==> config.mk <==
export PLATFORM = sky130hd
export DESIGN_NAME = decoder_scan_sequencer
export DESIGN_NICKNAME = d
export VERILOG_FILES = /design/src/rtl/decoder_scan_sequencer.sv
export SDC_FILE = /design/constraint.sdc
export NUM_CORES = 1
export LEC_CHECK = 0
export CAP_MARGIN = 10
export CORE_MARGIN = 2
export CORE_UTILIZATION = 31
export DETAILED_ROUTE_END_ITERATION = 10
export PLACE_DENSITY = 0.61
export SETUP_SLACK_MARGIN = 0.4
export SYNTH_ARGS = -nofsm -noshare
export SYNTH_HDL_FRONTEND = slang
export SYNTH_SLANG_ARGS = --single-unit
==> constraint.sdc <==
create_clock -name clk -period 3.6 [get_ports clk]
set_input_delay 0.36 -clock clk [delete_from_list [all_inputs] [get_ports clk]]
set_output_delay 0.36 -clock clk [all_outputs]
set_load 0.03 [all_outputs]
==> src/rtl/decoder_scan_sequencer.sv <==
`default_nettype none
// ============================================================================
// Module   : decoder_scan_sequencer
// Purpose  : Steps a 3-bit channel code {a,b,c} through the enabled channels
//            of an 8-bit mask, holding each code for a programmable dwell.
//            Supports single-sweep and continuous (wrap) modes plus stop.
// Revision : 1.0 - initial release
// ============================================================================
module decoder_scan_sequencer #(
    parameter int DWELL_W = 8
) (
    input  logic               clk,
    input  logic               rst_n,
    input  logic               start,
    input  logic               stop,
    input  logic               mode,
    input  logic [7:0]         mask,
    input  logic [DWELL_W-1:0] dwell,
    output logic               a,
    output logic               b,
    output logic               c,
    output logic               active,
    output logic               step,
    output logic               done
);

    localparam logic [0:0] c_st_idle  = 1'b0;
    localparam logic [0:0] c_st_dwell = 1'b1;

    logic [0:0]         r_state;
    logic [2:0]         r_code;
    logic [DWELL_W-1:0] r_cnt;
    logic               r_mode;
    logic               r_active;
    logic               r_step;
    logic               r_done;

    logic [2:0]         w_low_code;
    logic               w_low_found;
    logic [2:0]         w_next_code;
    logic               w_next_found;
    logic [DWELL_W-1:0] w_dwell_load;

    // Priority search of the live mask: lowest set bit overall, and lowest
    // set bit strictly above the code currently being driven.
    always_comb begin
        w_low_code   = 3'd0;
        w_low_found  = 1'b0;
        w_next_code  = 3'd0;
        w_next_found = 1'b0;
        for (int i = 7; i >= 0; i--) begin
            if (mask[i]) begin
                w_low_code  = 3'(i);
                w_low_found = 1'b1;
            end
            if (mask[i] && (i > int'(r_code))) begin
                w_next_code  = 3'(i);
                w_next_found = 1'b1;
            end
        end
    end

    // A dwell of zero behaves as one cycle; the counter holds cycles-1.
    assign w_dwell_load = (dwell == '0) ? '0 : (dwell - DWELL_W'(1));

    // Scan state machine with registered outputs; step/done are one-cycle pulses.
    always_ff @(posedge clk) begin
        if (!rst_n) begin
            r_state  <= c_st_idle;
            r_code   <= 3'd0;
            r_cnt    <= '0;
            r_mode   <= 1'b0;
            r_active <= 1'b0;
            r_step   <= 1'b0;
            r_done   <= 1'b0;
        end else begin
            r_step <= 1'b0;
            r_done <= 1'b0;
            case (r_state)
                c_st_idle: begin
                    if (start && !stop) begin
                        r_mode <= mode;
                        if (w_low_found) begin
                            r_state  <= c_st_dwell;
                            r_code   <= w_low_code;
                            r_active <= 1'b1;
                            r_step   <= 1'b1;
                            r_cnt    <= w_dwell_load;
                        end else begin
                            r_done <= 1'b1;
                        end
                    end
                end
                default: begin
                    if (stop) begin
                        r_state  <= c_st_idle;
                        r_code   <= 3'd0;
                        r_active <= 1'b0;
                    end else if (r_cnt != '0) begin
                        r_cnt <= r_cnt - DWELL_W'(1);
                    end else if (w_next_found) begin
                        r_code <= w_next_code;
                        r_step <= 1'b1;
                        r_cnt  <= w_dwell_load;
                    end else if (r_mode && w_low_found) begin
                        r_code <= w_low_code;
                        r_step <= 1'b1;
                        r_cnt  <= w_dwell_load;
                    end else begin
                        r_state  <= c_st_idle;
                        r_code   <= 3'd0;
                        r_active <= 1'b0;
                        r_done   <= 1'b1;
                    end
                end
            endcase
        end
    end

    assign a      = r_code[2];
    assign b      = r_code[1];
    assign c      = r_code[0];
    assign active = r_active;
    assign step   = r_step;
    assign done   = r_done;

endmodule
`default_nettype wire

; Word-level counts from Yosys, hierarchy flattened
; Index checks and enable logic that the tools add are counted.
[word_totals]
word_cells = 109
regBits = 16
in_bits = 21
output_inout_bits = 6
[classes]
n_reduce_logical = 18
muxes = 69
magnitude_cmp = 7
bitwise = 1
n_addsub = 2
n_eq_ne = 5
[op_table]
columns = operator, n
row1 = 3-bit 2-to-1 mux, 22
row2 = 8-bit 2-to-1 mux, 8
row3 = 1-bit 2-to-1 mux, 39
row4 = 8-bit by 1-bit subtractor with 8-bit output (second input constant), 2
row5 = 3-bit > comparator (first input constant), 4
row6 = 1-bit logical AND, 9
row7 = 3-bit inequality test (second input constant), 3
row8 = 8-bit zero test, 1
row9 = 8-bit nonzero test, 1
row10 = 2-bit by 3-bit > comparator with 1-bit output (first input constant), 2
row11 = 5-bit AND reduction, 1
row12 = 4-bit by 1-bit inequality test with 1-bit output (second input constant), 1
row13 = 4-bit AND reduction, 1
row14 = 2-bit nonzero test, 2
row15 = 1-bit by 3-bit > comparator with 1-bit output (first input constant), 1
row16 = 3-bit AND reduction, 1
row17 = 2-bit inequality test (second input constant), 1
row18 = 2-bit AND reduction, 1
row19 = 1-bit zero test, 1
row20 = 1-bit NOT, 1

; Depth between registers and ports, before layout
[logic_depth]
word_depth = 14
mapped_depth = 9
ltp_nobuf = 8

; Least setup slack after synthesis
; Ideal clock, no wire load.
[synth_path]
path_kind = reg-to-reg
startpoint = register r_code[1]
endpoint = register r_code[0]
period_less_slack_ns = 2.134
n_path_buf = 1
setup_time_ns = 0.059
path_stages_with_launch = 8
t_arrival_ns = 2.075
setup_slack_ns = 1.466
t_required_ns = 3.541
cell_sequence = dfxtp_1 or3b_1 a21oi_1 or2_2 buf_2 or4_1 a31oi_1 o221a_2
[synth_between]
elab_chain_len = 13
elab_cells_between_ends = 32
cone_classes = order compare: 7 / mux: 18 / reduce/logical: 7
[synth_rtl]
columns = item, line_no
row1 = start: declaration, 31  ; logic [2:0] r_code;
row2 = start signal: assignment, 85  ; r_code <= w_low_code;
row3 = start signal: assignment, 102  ; r_code <= w_next_code;
row4 = start signal: assignment, 106  ; r_code <= w_low_code;
row5 = 3-bit > comparator, 56  ; if (mask[i] && (i > int'(r_code))) begin
row6 = 1-bit logical AND, 56
row7 = 3-bit 2-to-1 mux or 1-bit 2-to-1 mux (tied branches) (7 in a row), 56
row8 = 3-bit 2-to-1 mux *, 101  ; end else if (w_next_found) begin
row9 = 3-bit 2-to-1 mux *, 99  ; end else if (r_cnt != '0) begin
row10 = 3-bit 2-to-1 mux *, 95  ; if (stop) begin
row11 = 3-bit 2-to-1 mux *, 79  ; case (r_state)
; Every way passes the cells marked *; elsewhere a longest branch is shown, timed or not. The select of a mux whose other input is x is not followed.
; A chain may end at the register's enable or synchronous reset.

; Worst setup path in the final report
[layout_path]
startpoint = input port mask[3]
endpoint = register r_cnt[7]
[layout_between]
elab_chain_len = 8
elab_cells_between_ends = 16
cone_classes = eq/ne: 1 / mux: 11 / reduce/logical: 4
[layout_rtl]
columns = item, line_no
row1 = start: declaration, 17  ; input logic [7:0] mask,
row2 = 1-bit logical AND, 56
row3 = 1-bit 2-to-1 mux (3 in a row), 56
row4 = 8-bit 2-to-1 mux, 101
row5 = 8-bit 2-to-1 mux, 99
row6 = 8-bit 2-to-1 mux, 95
row7 = 8-bit 2-to-1 mux, 79
row8 = end signal: assignment, 100  ; r_cnt <= r_cnt - DWELL_W'(1);
row9 = end signal: assignment, 104  ; r_cnt <= w_dwell_load;
row10 = end signal: assignment, 108  ; r_cnt <= w_dwell_load;
row11 = end: declaration, 32  ; logic [DWELL_W-1:0] r_cnt;
; Parallel ways exist; a longest one is shown, timed or not. The select of a mux whose other input is x is not followed.

==> results.toml <==
[final_layout]
diodes = 0
multi_input_area_sq_um = 987
area_growth_pct = 22.9
n_fill_cell = 460
num-nets-final = 228
area.sequential_sq_um = 320
layout-drive-gt1-share_pct = 12.8

[routing]
post_drt_wl_per_cell_um = 14.3
ant_nets = 0
drc = 0
drt_wl_total_um = 3650
dr_total_vias = 1424
drt_iter0_markers = 120
viasPerCell = 5.58
dr.pass1.iters = 4

[floorplanning]
rows = 24
io_pins = 27
initial_core_util_pct = 32.2
die_area_sq_um = 5110
die_y_um = 71.5
core_sq_um = 4380
die_w_um = 71.5

[timing]
setup-tns-final_ns = 0
fin_skew_ns = 0.00169
slew_viol_final = 0
rsz0062_at_grt = "no"
hold_viol = 0
worstMarginPinSlew_ns = 0.581
fmax_mhz = 400
setup_viol = 0
final.period_utilization_pct = 69.4
relSlewSlack_pct = 61.2
layout_min_cycle_time_ns = 2.50
setup_slack_ns = 1.10

[global_routing]
grt_max_degree = 15
grt_overflow_total = 0
track_usage_pct = 15.1
grt_pass1_vias = 1306
grt_antenna_before_repair = 0
grt_pass1_wl_um = 6250

[placed_design]
numPortBuffers = 26
hpwl_um = 2800
pre_cts_slack_ns = 0.813
routabilityCongestion = 0.873

[power]
power_density_nw_per_um2 = 387
ir_drop_uv = 125
leakagePower_nw = 0.601

[logic_synthesis]
netlist_instances = 179
synth_cell_types = 53
synthSimpleGateAreaFrac_pct = 23.5
synthXorXnorAreaFrac_pct = 2.48
ys_seq_area_share_pct = 22.7
synth_nets = 203
synth_compound_gate_area_share_pct = 40.6
ys_seq_elements = 16
ys.warnings.count = 0
syn_area_sq_um = 1410
synth_flop_cell = "dfxtp_1"
synthMuxAreaShare_pct = 0.709
synth.avg_cell_area_sq_um = 7.89
synth_top_family_by_area = "compound AO/OA/AOI/OAI gates"
synth_edf_count = 0
synth-adder-area-share_pct = 2.66
synthArstFlopShare_pct = 0

[run_status]
outcome = "finished, final reports clean"

[setup_path]
crit_required_ns = 3.80
worstSetupEndpointType = "register"
worstPathMaxFanout = 9
startpoint_type = "input port"
cp.arrival_ns = 2.70
path_class = "in -> reg"

[cts]
clkLatencyLatePin_ns = 0.26
cts_max_level = 1
cts_tree = "built"
clock_sinks = 16
clockRootBuffer = "clkbuf_8"
cts_inserted_buffers = 3
cts-resized-gates = 0
clk_pin_slew_ns = 0.07
post_cts_buffers = 0
cts_hold_buf = 0
clockBufferDepth = 2

[run]
maxCapViolations = 0

[hold_path]
hold_class = "reg -> reg"
-- power by group --
group          leakage, nW  switching (mW)  internal, mW
combinational        0.440           0.156         0.124
clock               0.0288          0.0688        0.0973
sequential           0.131          0.0298         0.197
-- cell families after synthesis --
| logic type | count (synthesis) |
|---|---|
| AOI/OAI and AO/OA | 75 |
| xor gates and xnor gates | 4 |
| adders and majority gates | 3 |
| buffers and inverters | 19 |
| DFF | 16 |
| muxes | 1 |
| and+or+nand+nor | 61 |
-- worst max-delay path: stages --
cell and delay, ns:
clkdlybuf4s50_1 0.54, nor4_1 0.47, nand3_1 0.18, and2_2 0.26
a21oi_4 0.27, and2_1 0.37, o221a_2 0.25
-- path summary, 6_finish.rpt --
check	from	endpoint	slack (ns)	cells past startpoint
max	mask[3]	r_cnt[7]	1.10	7
min	r_cnt[5]	r_cnt[5]	0.47	2
max reg2reg	r_cnt[1]	r_cnt[7]	1.20	8
min reg2reg	r_cnt[5]	r_cnt[5]	0.47	2
-- layout by cell type, fill, tap and decap left out, types with 4 or more instances in the layout --
cell             instances
clkbuf_8                 4
nand2_1                 14
o32ai_1                  5
dfxtp_1                 16
nor2_1                  16
nor4_1                   4
a21oi_1                 17
nor2b_1                  4
clkdlybuf4s50_1         26
inv_1                   12
o21ai_0                 10
o221a_2                  5
xnor2_1                  4
nor3_1                   5
-- metrics by stage --
step | util [%] | cells | power (mW) | hold WS (ns) | area [sq um]
finish | 39.6 | 255 | 0.672 | 0.469 | 1740
detailed placement | 38.4 | 251 | 0.506 | 0.456 | 1680
global route | 39.6 | 255 | 0.718 | 0.497 | 1740
global placement | 38.4 | 251 | 0.508 | 0.454 | 1680
CTS | 39.6 | 255 | 0.673 | 0.470 | 1740
floorplan | - | 179 | 0.428 | 0.437 | 1410
-- Yosys cell counts, types with 3 or more instances --
library cell,count,share of area [%]
a21oi_1,17,6.0
dfxtp_1,16,23
nor2_1,16,4.3
nand2_1,14,3.7
inv_1,12,3.2
o21ai_0,10,3.5
nor3_1,5,1.8
o221a_2,5,4.0
o32ai_1,5,3.1
nor2b_1,4,1.8
nor4_1,4,1.8
xnor2_1,4,2.5
a211oi_1,3,1.6
a22oi_1,3,1.6
a31oi_1,3,1.3
ha_1,3,2.7
o21ai_2,3,1.9
o22ai_1,3,1.3
o31a_1,3,1.9
-- layer usage --
metal	up-vias	share of wire (%)	GRT usage [%]
li1	740	-	-
met1	636	50	21.5
met2	44	45	23.9
met3	4	4.6	1.69
met4	0	0.79	5.03
met5	-	0	0
-- sequential cells by signal, summed over array words and instances (netlist names) --
register and flops:
step 1, active 1, r_cnt 8, r_mode 1, done 1, r_code 3
r_state 1
-- final cells by class --
type | instances | share of cell area, %
clock buffer | 4 | 3.17
inverter | 13 | 2.81
multi-input combinational | 144 | 56.8
sequential | 16 | 18.4
tap | 52 | 3.75
timing repair buffer | 26 | 15.0
(Power assumes the default switching activity.)
